<file path="src/rtl/sha1_pkg.sv">
// Shared definitions for the SHA-1 message padder.
//   IV        : SHA-1 initial chaining value (H0..H4, H0 in the top word)
//   block_t   : one 512-bit message block as 16 big-endian 32-bit words
//   state_e   : padder FSM states
//   byte_lsb  : bit offset of message byte n inside a flat 512-bit block
package sha1_pkg;

  localparam logic [159:0] IV = 160'h67452301EFCDAB8998BADCFE10325476C3D2E1F0;

  typedef logic [15:0][31:0] block_t;

  typedef enum logic [2:0] {
    S_FILL  = 3'd0,
    S_ISSUE = 3'd1,
    S_WAIT  = 3'd2,
    S_PAD   = 3'd3,
    S_DONE  = 3'd4
  } state_e;

  // Byte 0 sits at bits [511:504], byte 63 at bits [7:0].
  function automatic logic [8:0] byte_lsb(input logic [5:0] idx);
    return 9'd504 - {idx, 3'b000};
  endfunction

endpackage

</file>
<file path="src/rtl/sha1_padder_if.sv">
// Byte-stream interface feeding the SHA-1 padder.
//   in_valid / in_ready : handshake, a beat transfers when both are high
//   in_data             : message byte
//   in_last             : final beat of a message
//   in_empty            : last beat carries no byte (zero-length message)
// master = byte source (FIFO side), slave = padder.
interface sha1_padder_if;

  logic       in_valid;
  logic       in_ready;
  logic [7:0] in_data;
  logic       in_last;
  logic       in_empty;

  modport master (
    output in_valid,
    output in_data,
    output in_last,
    output in_empty,
    input  in_ready
  );

  modport slave (
    input  in_valid,
    input  in_data,
    input  in_last,
    input  in_empty,
    output in_ready
  );

endinterface

</file>
<file path="src/rtl/sha1_padder.sv">
// SHA-1 message padder: collects a byte stream into 512-bit blocks, appends
// the 0x80 marker, zero fill and the 64-bit big-endian bit length, issues
// each block to the SHA-1 core and returns the final digest.
// Ports:
//   clk, rstn        : clock (rising edge), asynchronous active-low reset
//   bs               : byte-stream slave (valid/ready/data/last/empty)
//   blk_data         : block to the core, byte 0 at bits [511:504]
//   cv               : initial chaining value (constant IV)
//   blk_start        : one-cycle start pulse to the core
//   use_prev_cv      : 0 for the first block of a message, 1 afterwards
//   core_busy        : core busy flag
//   core_out_valid   : core result valid (cleared by the core on start)
//   core_cv_next     : core chaining value result
//   digest           : final hash, held until the next message completes
//   digest_valid     : one-cycle pulse when digest updates
module sha1_padder
  import sha1_pkg::*;
#(
  parameter logic [159:0] IV = sha1_pkg::IV
) (
  input  logic          clk,
  input  logic          rstn,
  sha1_padder_if.slave  bs,
  output block_t        blk_data,
  output logic [159:0]  cv,
  output logic          blk_start,
  output logic          use_prev_cv,
  input  logic          core_busy,
  input  logic          core_out_valid,
  input  logic [159:0]  core_cv_next,
  output logic [159:0]  digest,
  output logic          digest_valid
);

  state_e        state_q, state_d;
  logic [6:0]    idx_q, idx_d;        // next free byte slot, 64 = block full
  logic [60:0]   len_q, len_d;        // message length in bytes
  logic [511:0]  buf_q, buf_d;
  logic          final_q, final_d;    // block in flight is the last one
  logic          extra_q, extra_d;    // another pad block must follow
  logic          mark_q, mark_d;      // 0x80 marker already placed
  logic          use_prev_q, use_prev_d;
  logic [159:0]  digest_q, digest_d;
  logic          in_ready_q;
  logic          blk_start_q;
  logic          digest_valid_q;
  logic          fire_s;
  logic          done_s;

  assign fire_s = bs.in_valid && in_ready_q;
  assign done_s = !core_busy && core_out_valid;

  // Next-state, buffer and counter update for the padder FSM.
  always_comb begin
    state_d    = state_q;
    idx_d      = idx_q;
    len_d      = len_q;
    buf_d      = buf_q;
    final_d    = final_q;
    extra_d    = extra_q;
    mark_d     = mark_q;
    use_prev_d = use_prev_q;
    digest_d   = digest_q;
    case (state_q)
      S_FILL: begin
        if (fire_s) begin
          if (!bs.in_empty) begin
            buf_d[byte_lsb(idx_q[5:0]) +: 8] = bs.in_data;
            idx_d = idx_q + 7'd1;
            len_d = len_q + 61'd1;
          end else begin
            idx_d = idx_q;
          end
          if (bs.in_last) begin
            state_d = S_PAD;
          end else if (!bs.in_empty && (idx_q == 7'd63)) begin
            state_d = S_ISSUE;
            final_d = 1'b0;
          end else begin
            state_d = S_FILL;
          end
        end else begin
          state_d = S_FILL;
        end
      end
      S_PAD: begin
        // The marker goes in only once per message; on an extra block with
        // the marker already placed, byte 0 simply stays zero.
        for (int unsigned i = 0; i < 64; i++) begin
          if (!mark_q && (idx_q < 7'd64) && (7'(i) == idx_q)) begin
            buf_d[byte_lsb(6'(i)) +: 8] = 8'h80;
          end else if (7'(i) > idx_q) begin
            buf_d[byte_lsb(6'(i)) +: 8] = 8'h00;
          end else begin
            buf_d[byte_lsb(6'(i)) +: 8] = buf_q[byte_lsb(6'(i)) +: 8];
          end
        end
        mark_d = mark_q || (idx_q < 7'd64);
        if (mark_d && (idx_q <= 7'd55)) begin
          buf_d[63:0] = {len_q, 3'b000};
          final_d     = 1'b1;
          extra_d     = 1'b0;
        end else begin
          final_d     = 1'b0;
          extra_d     = 1'b1;
        end
        state_d = S_ISSUE;
      end
      S_ISSUE: begin
        state_d = S_WAIT;
      end
      S_WAIT: begin
        if (done_s) begin
          use_prev_d = 1'b1;
          buf_d      = 512'd0;
          idx_d      = 7'd0;
          if (final_q) begin
            digest_d = core_cv_next;
            state_d  = S_DONE;
          end else if (extra_q) begin
            state_d  = S_PAD;
          end else begin
            state_d  = S_FILL;
          end
        end else begin
          state_d = S_WAIT;
        end
      end
      S_DONE: begin
        use_prev_d = 1'b0;
        len_d      = 61'd0;
        final_d    = 1'b0;
        extra_d    = 1'b0;
        mark_d     = 1'b0;
        state_d    = S_FILL;
      end
      default: begin
        state_d = S_FILL;
      end
    endcase
  end

  // State and datapath registers; handshake outputs are registered from
  // the next state so they line up exactly with the state they describe.
  always_ff @(posedge clk or negedge rstn) begin
    if (!rstn) begin
      state_q        <= S_FILL;
      idx_q          <= 7'd0;
      len_q          <= 61'd0;
      buf_q          <= 512'd0;
      final_q        <= 1'b0;
      extra_q        <= 1'b0;
      mark_q         <= 1'b0;
      use_prev_q     <= 1'b0;
      digest_q       <= 160'd0;
      in_ready_q     <= 1'b0;
      blk_start_q    <= 1'b0;
      digest_valid_q <= 1'b0;
    end else begin
      state_q        <= state_d;
      idx_q          <= idx_d;
      len_q          <= len_d;
      buf_q          <= buf_d;
      final_q        <= final_d;
      extra_q        <= extra_d;
      mark_q         <= mark_d;
      use_prev_q     <= use_prev_d;
      digest_q       <= digest_d;
      in_ready_q     <= (state_d == S_FILL);
      blk_start_q    <= (state_d == S_ISSUE);
      digest_valid_q <= (state_d == S_DONE);
    end
  end

  assign bs.in_ready   = in_ready_q;
  assign blk_data      = buf_q;
  assign cv            = IV;
  assign blk_start     = blk_start_q;
  assign use_prev_cv   = use_prev_q;
  assign digest        = digest_q;
  assign digest_valid  = digest_valid_q;

endmodule

</file>
<file path="src/flat_wrapper.sv">
// flat-port wrapper written by rule: the top's interface ports become plain ports
module sha1_padder_flat import sha1_pkg::*;
#(
  parameter logic [159:0] IV = sha1_pkg::IV
)
  (clk, rstn, blk_data, cv, blk_start, use_prev_cv, core_busy, core_out_valid, core_cv_next, digest, digest_valid, bs_in_valid, bs_in_data, bs_in_last, bs_in_empty, bs_in_ready);
  sha1_padder_if bs_i ();
  input  logic clk;
  input  logic rstn;
  output block_t blk_data;
  output logic [159:0] cv;
  output logic blk_start;
  output logic use_prev_cv;
  input  logic core_busy;
  input  logic core_out_valid;
  input  logic [159:0] core_cv_next;
  output logic [159:0] digest;
  output logic digest_valid;
  input wire logic [$bits(bs_i.in_valid)-1:0] bs_in_valid;
  input wire logic [$bits(bs_i.in_data)-1:0] bs_in_data;
  input wire logic [$bits(bs_i.in_last)-1:0] bs_in_last;
  input wire logic [$bits(bs_i.in_empty)-1:0] bs_in_empty;
  output wire logic [$bits(bs_i.in_ready)-1:0] bs_in_ready;
  assign bs_i.in_valid = bs_in_valid;
  assign bs_i.in_data = bs_in_data;
  assign bs_i.in_last = bs_in_last;
  assign bs_i.in_empty = bs_in_empty;
  assign bs_in_ready = bs_i.in_ready;
  sha1_padder #(.IV(IV)) u_core (.clk(clk), .rstn(rstn), .bs(bs_i), .blk_data(blk_data), .cv(cv), .blk_start(blk_start), .use_prev_cv(use_prev_cv), .core_busy(core_busy), .core_out_valid(core_out_valid), .core_cv_next(core_cv_next), .digest(digest), .digest_valid(digest_valid));
endmodule
</file>
<file path="config.mk">
export PLATFORM = sky130hd
export DESIGN_NAME = sha1_padder_flat
export DESIGN_NICKNAME = d
export VERILOG_FILES = /design/src/rtl/sha1_pkg.sv /design/src/rtl/sha1_padder_if.sv /design/src/rtl/sha1_padder.sv /design/src/flat_wrapper.sv
export SDC_FILE = /design/constraint.sdc
export NUM_CORES = 2
export LEC_CHECK = 0
export BUFFER_PORTS_ARGS = -buffer_cell sky130_fd_sc_hd__clkbuf_2
export CORE_AREA = 2 2 398 400
export DETAILED_ROUTE_END_ITERATION = 10
export DIE_AREA = 0 0 400 402
export SLEW_MARGIN = 20
export SYNTH_ARGS = -nofsm -noshare
export SYNTH_HDL_FRONTEND = slang
export SYNTH_SLANG_ARGS = --single-unit
</file>
<file path="constraint.sdc">
create_clock -name clk -period 3.7 [get_ports clk]
set_clock_uncertainty 0.15 [all_clocks]
set_input_delay 0.74 -clock clk [delete_from_list [all_inputs] [get_ports clk]]
set_output_delay 0.74 -clock clk [all_outputs]
set_load 0.05 [all_outputs]
</file>
# --- Word level (Yosys, flattened, before mapping) ---
# Cells that the tools add are included.
totals:
  regBits: 750
  in_bits: 175
  out_inout_bits: 836
  wordCells: 595
op_classes:
  addsub: 4
  magnitude_cmp: 66
  n_eq_ne: 139
  n_shift: 2
  muxes: 158
  n_reduce_logical: 151
op_table:
  columns: ["cell", "count"]
  rows:
  - ["$mux 512", 3]
  - ["$pmux 512 s3", 1]
  - ["$mux 8", 128]
  - ["$bwmux 512", 1]
  - ["$shift 8x11->512 const A", 1]
  - ["$shiftx 8x11->512", 1]
  - ["$reduce_and 5->1", 64]
  - ["$eq 6x7->1 const A", 32]
  - ["$gt 6x7->1 const A", 32]
  - ["$ne 3x1->1 const B", 56]
  - ["$mux 61", 2]
  - ["$pmux 61 s2", 1]
  - ["$eq 5x7->1 const A", 16]
  - ["$gt 5x7->1 const A", 16]
  - ["$logic_and 1x1->1", 69]
  - ["$mux 64", 1]
  - ["$add 61x1->61 const B", 1]
  - ["$eq 4x7->1 const A", 8]
  - ["$gt 4x7->1 const A", 8]
  - ["$ne 4x1->1 const B", 8]
  - ["$eq 3x7->1 const A", 4]
  - ["$gt 3x7->1 const A", 4]
  - ["$mux 7", 3]
  - ["$eq 2x7->1 const A", 2]
  - ["other kinds (30)", 58]

# --- Logic depth before layout (Yosys ltp) ---
depth:
  word_depth: 7
  depth_mapped: 12

# --- Worst setup path after synthesis ---
# No wires, ideal clock.
synth_path:
  path_kind: "reg-to-reg"
  startpoint: "register u_core.idx_q[0]"
  endpoint: "register (tool-made name)"
  setup_ns: 0.136
  arrival_ns: 2.887
  t_required_ns: 3.414
  setup_slack_ns: 0.527
  stages_incl_launch_ff: 12
  n_path_buf: 4
  period_less_slack_ns: 3.173
  path_cell_list: "dfrtp_1 > buf_2 > inv_1 > buf_1 > ha_1 > or2_2 > clkbuf_1 > nor4_1 > o221ai_1 > clkbuf_1 > nand2_1 > o21ai_0"
synth_lines:
  columns: ["element", "line_no", "source"]
  rows:
  - ["start: declaration", "sha1_padder.sv:36", "logic [6:0] idx_q, idx_d;"]
  - ["start signal: assignment", "sha1_padder.sv:161", "idx_q <= idx_d;"]

# --- Final worst setup path ---
layout_path:
  startpoint: "register u_core.state_q[2]"
  endpoint: "register u_core.buf_q[150], in the netlist u_core.blk_data[150]"
layout_between:
  elab_chain_cells: 3
  elab_cells_between_ends: 10
  cone_classes: "eq/ne (6); mux (1); reduce/logical (3)"
layout_lines:
  columns: ["element", "line_no", "source"]
  rows:
  - ["start: declaration", "sha1_padder.sv:35", "state_e state_q, state_d;"]
  - ["start signal: assignment", "sha1_padder.sv:160", "state_q <= state_d;"]
  - ["$eq 3x2->1 or $logic_not 3->1 (tied branches)", "sha1_padder.sv:64", "case (state_q)"]
  - ["$ne 3x1->1 (no line) (tied with other cells)", null, null]
  - ["$reduce_and 5->1 (no line)", null, null]
  - ["end signal: assignment", "sha1_padder.sv:163", "buf_q <= buf_d;"]
  - ["end: declaration", "sha1_padder.sv:38", "logic [511:0] buf_q, buf_d;"]
# Parallel ways exist; a longest one is shown, timed or not.
# A chain may end at the register's enable or synchronous reset.

==> flow_summary.ini <==
[worst_setup_path]
path_cells = or3_1 > nor3_4 > o21ai_1 > buf_4 > nor2_1 > a22o_1
crit_family = simple AND/OR/NAND/NOR gates
end_kind = register
cp_slowest_stage_delay_ns = 0.67
cp_num_buf_inv = 1
slowest_stage = nor2_1
critical_path_class = register to register
worstSetupStartpointType = register
cp.arrival_ns = 4.09
worstPathMaxFanout = 14
r2r_slack_ns = 0.09
required_ns = 4.18

[timing]
finalCriticalPeriod_ns = 3.61
final.setup.tns_ns = 0
hold_violations = 0
worst_slew_pin_slew_ns = 1.12
min_period_over_period_pct = 97.6
slew_headroom_pct = 25.4
finalMaxSlewViolations = 0
setup_viol = 0
worst_slack_ns = 0.0892
rsz0062_at_grt = no
max_freq_ghz = 0.277

[yosys]
ys.warnings.count = 0
async_flop_share_pct = 100
syn-instance-count = 2962
syn_area_per_cell_sq_um = 11.4
ys_ff_latch = 750
synth.distinct_cells = 90
yosysSeqAreaShare_pct = 55.7
synth_edf_count = 0
ys.flop_type = dfrtp_1
syn_area_sq_um = 33700

[cts]
cts_buffer_depth = 3
clock-root-buffer = clkbuf_16
clkLatencyLatePin_ns = 0.71
clkSinkCount = 750
post_cts_buffers = 0
post_cts_resized = 0
cts_buffers = 87
cts_tree = yes
clkSlewWorstSetupHoldPaths_ns = 0.06
h-tree-depth = 3

[placed_design]
dp_hpwl_mm = 137
routabilityCongestion = 0.995
numPortBuffers = 850
place_area_sq_um = 41700
dpl_worst_slack_ns = 0.274

[cells_and_area]
syn2layout_area_growth_pct = 32.5
fin_area_sq_um = 44700
drive_gt1_share_pct = 38.8
nets = 4204
fillCellCount = 16500

[grt]
overflow = 0
grt_use_total_pct = 20.7
grt_pass1_wl_mm = 236
first_global_vias = 29100
grt_max_degree = 81
grt_antenna_before_repair = 15

[routing]
vias = 30300
wl_per_cell_um = 27.9
vias_per_cell = 4.90
first_pass_iters = 6
drc_errors = 0
drt_iter0_drc = 3369
wl_mm = 172
antenna_left = 0

[pwr]
p_leak_nw = 21.5
powerDensity_nw_per_um2 = 699
ir_worst_vdd_mv = 0.838

[outcome]
outcome = completed

[flow_run]
drv_cap = 0

[floorplanning]
dieWidth_um = 400
floorplan.initialDensity_pct = 21.4
num_rows = 146
core_area_sq_um = 157000
dieArea_sq_um = 161000
die_h_um = 402
io_pins = 1011

[hold_path]
hold_path_class = input pin to register
[metrics by stage]
| stage | hold WS, ns | std cells | power (mW) | utilization [%] |
|---|---|---|---|---|
| floorplan | 0.294 | 3120 | 17.4 | - |
| global placement | 0.313 | 6006 | 22.1 | 26.5 |
| detailed placement | 0.320 | 6006 | 22.2 | 26.5 |
| CTS | 0.0584 | 6163 | 31.3 | 28.4 |
| global route | 0.0839 | 6166 | 32.3 | 28.4 |
| finish | 0.112 | 6169 | 31.2 | 28.4 |
[path summary, 6_finish.rpt]
path | startpoint | end | depth (start not counted)
max in group asynchronous | rstn | u_core.blk_data[365]$_DFFE_PN0P_ | 4
worst max-delay path | u_core.state_q[2]$_DFF_PN0_ | u_core.blk_data[150]$_DFFE_PN0P_ | 6
worst min-delay path | core_cv_next[119] | u_core.digest[119]$_DFFE_PN0P_ | 2
worst max register to register | u_core.state_q[2]$_DFF_PN0_ | u_core.blk_data[150]$_DFFE_PN0P_ | 6
min in group asynchronous | rstn | u_core.digest[77]$_DFFE_PN0P_ | 2
worst min register to register | u_core.blk_data[195]$_DFFE_PN0P_ | u_core.blk_data[195]$_DFFE_PN0P_ | 2
[cell usage after synthesis, drive strengths merged (5+ instances only)]
cell / number / area share, %
a32oi: 8 / 0.21
o31ai: 8 / 0.18
nor3: 40 / 0.70
and3: 21 / 0.39
a21oi: 88 / 1.3
and2: 16 / 0.30
xnor2: 28 / 0.75
o21a: 7 / 0.16
nor2: 210 / 2.4
a21o: 6 / 0.13
or3: 18 / 0.33
nor2b: 19 / 0.35
mux2: 252 / 8.4
nand3: 66 / 0.98
a32o: 31 / 0.92
a22oi: 11 / 0.25
o22ai: 42 / 0.78
nand2b: 19 / 0.35
or2: 13 / 0.24
o2bb2ai: 121 / 3.1
and3b: 6 / 0.16
inv: 24 / 0.27
nor4: 8 / 0.15
o221ai: 16 / 0.43
a22o: 224 / 5.8
nand4: 23 / 0.45
o21ai: 155 / 2.3
dfrtp: 750 / 56
clkbuf: 104 / 1.2
buf: 224 / 4.5
nand2: 252 / 2.8
ha: 5 / 0.19
and4: 9 / 0.23
o211ai: 16 / 0.37
a221o: 10 / 0.30
a31oi: 13 / 0.24
a211o: 7 / 0.18
xor2: 23 / 0.60
mux2i: 7 / 0.21
[cell usage in the layout (no fill, tap or decap), types with 9 or more instances in the layout]
cell type  count
dfrtp_1      750
clkbuf_1      11
or2_2         12
a21oi_1       86
a32o_1        31
or3_1         18
xnor2_1       26
nand4_1       22
nor2b_1       18
conb_1       160
o211ai_1      15
inv_1         24
a22o_1       224
clkbuf_16     87
o21ai_1       14
o21ai_0      138
nand2b_1      18
nand2_1      252
clkbuf_8      17
a221o_1       10
clkbuf_2     849
o2bb2ai_1    121
buf_12        18
and3_1        20
and4_1         9
xor2_1        23
nor3_1        33
buf_4        274
a22oi_1       11
o221ai_1      14
a31oi_1       13
and2_1        13
nor2_1       206
mux2_2       252
clkinv_2      15
nand3_1       66
o22ai_1       42
[cell type report]
class	instances	area (sq um)	share of cell area [%]
repair buffers	1143	6690	15.0
inverters	25	93.8	0.210
flip-flops and latches	750	18800	42.0
clock inverters	41	499	1.12
multi-input cells	2017	13600	30.3
clock buffers	115	2450	5.49
diodes	6	15.0	0.0336
well taps	2072	2590	5.80
[layer usage]
metal  part of all wire, %  routed length (um)  track usage (%)
met1                    38               66200             25.2
met2                    45               77300             31.9
met3                    12               20500             8.65
met4                   4.7                8080             8.82
met5                 0.042                  72                0
[logic make-up (layout without fill, tap and decap cells)]
logic type | Yosys count | after routing | synth area share, %
muxes | 259 | 259 | 8.63
buffers and inverters | 353 | 1324 | 5.97
other | 2 | 166 | 0.0223
and+or+nand+nor | 735 | 735 | 10.2
DFF | 750 | 750 | 55.7
AOI/OAI and AO/OA | 807 | 807 | 18.0
xor gates and xnor gates | 51 | 51 | 1.35
adders and majority gates | 5 | 5 | 0.186
[report_power, final]
group          total (mW)  switching, mW  internal [mW]  leakage (nW)
logic                12.2           9.22           2.94          9.86
registers            10.1          0.784           9.28          10.2
clock network        9.01           3.81           5.20          1.46
total                31.2           13.8           17.4          21.5
[worst register-to-register path: stages, from the launching register on]
cell and delay, ns:
dfrtp_1 0.53, or3_1 0.52, nor3_4 0.54, o21ai_1 0.55, buf_4 0.33, nor2_1 0.67
a22o_1 0.25
[repair_timing]
item                                   in CTS  in global routing
hold buffers                                1                  0
endpoints found under the hold margin      50                  0
setup endpoints to repair                   0                  0
Power figures use the tool's default switching activity.
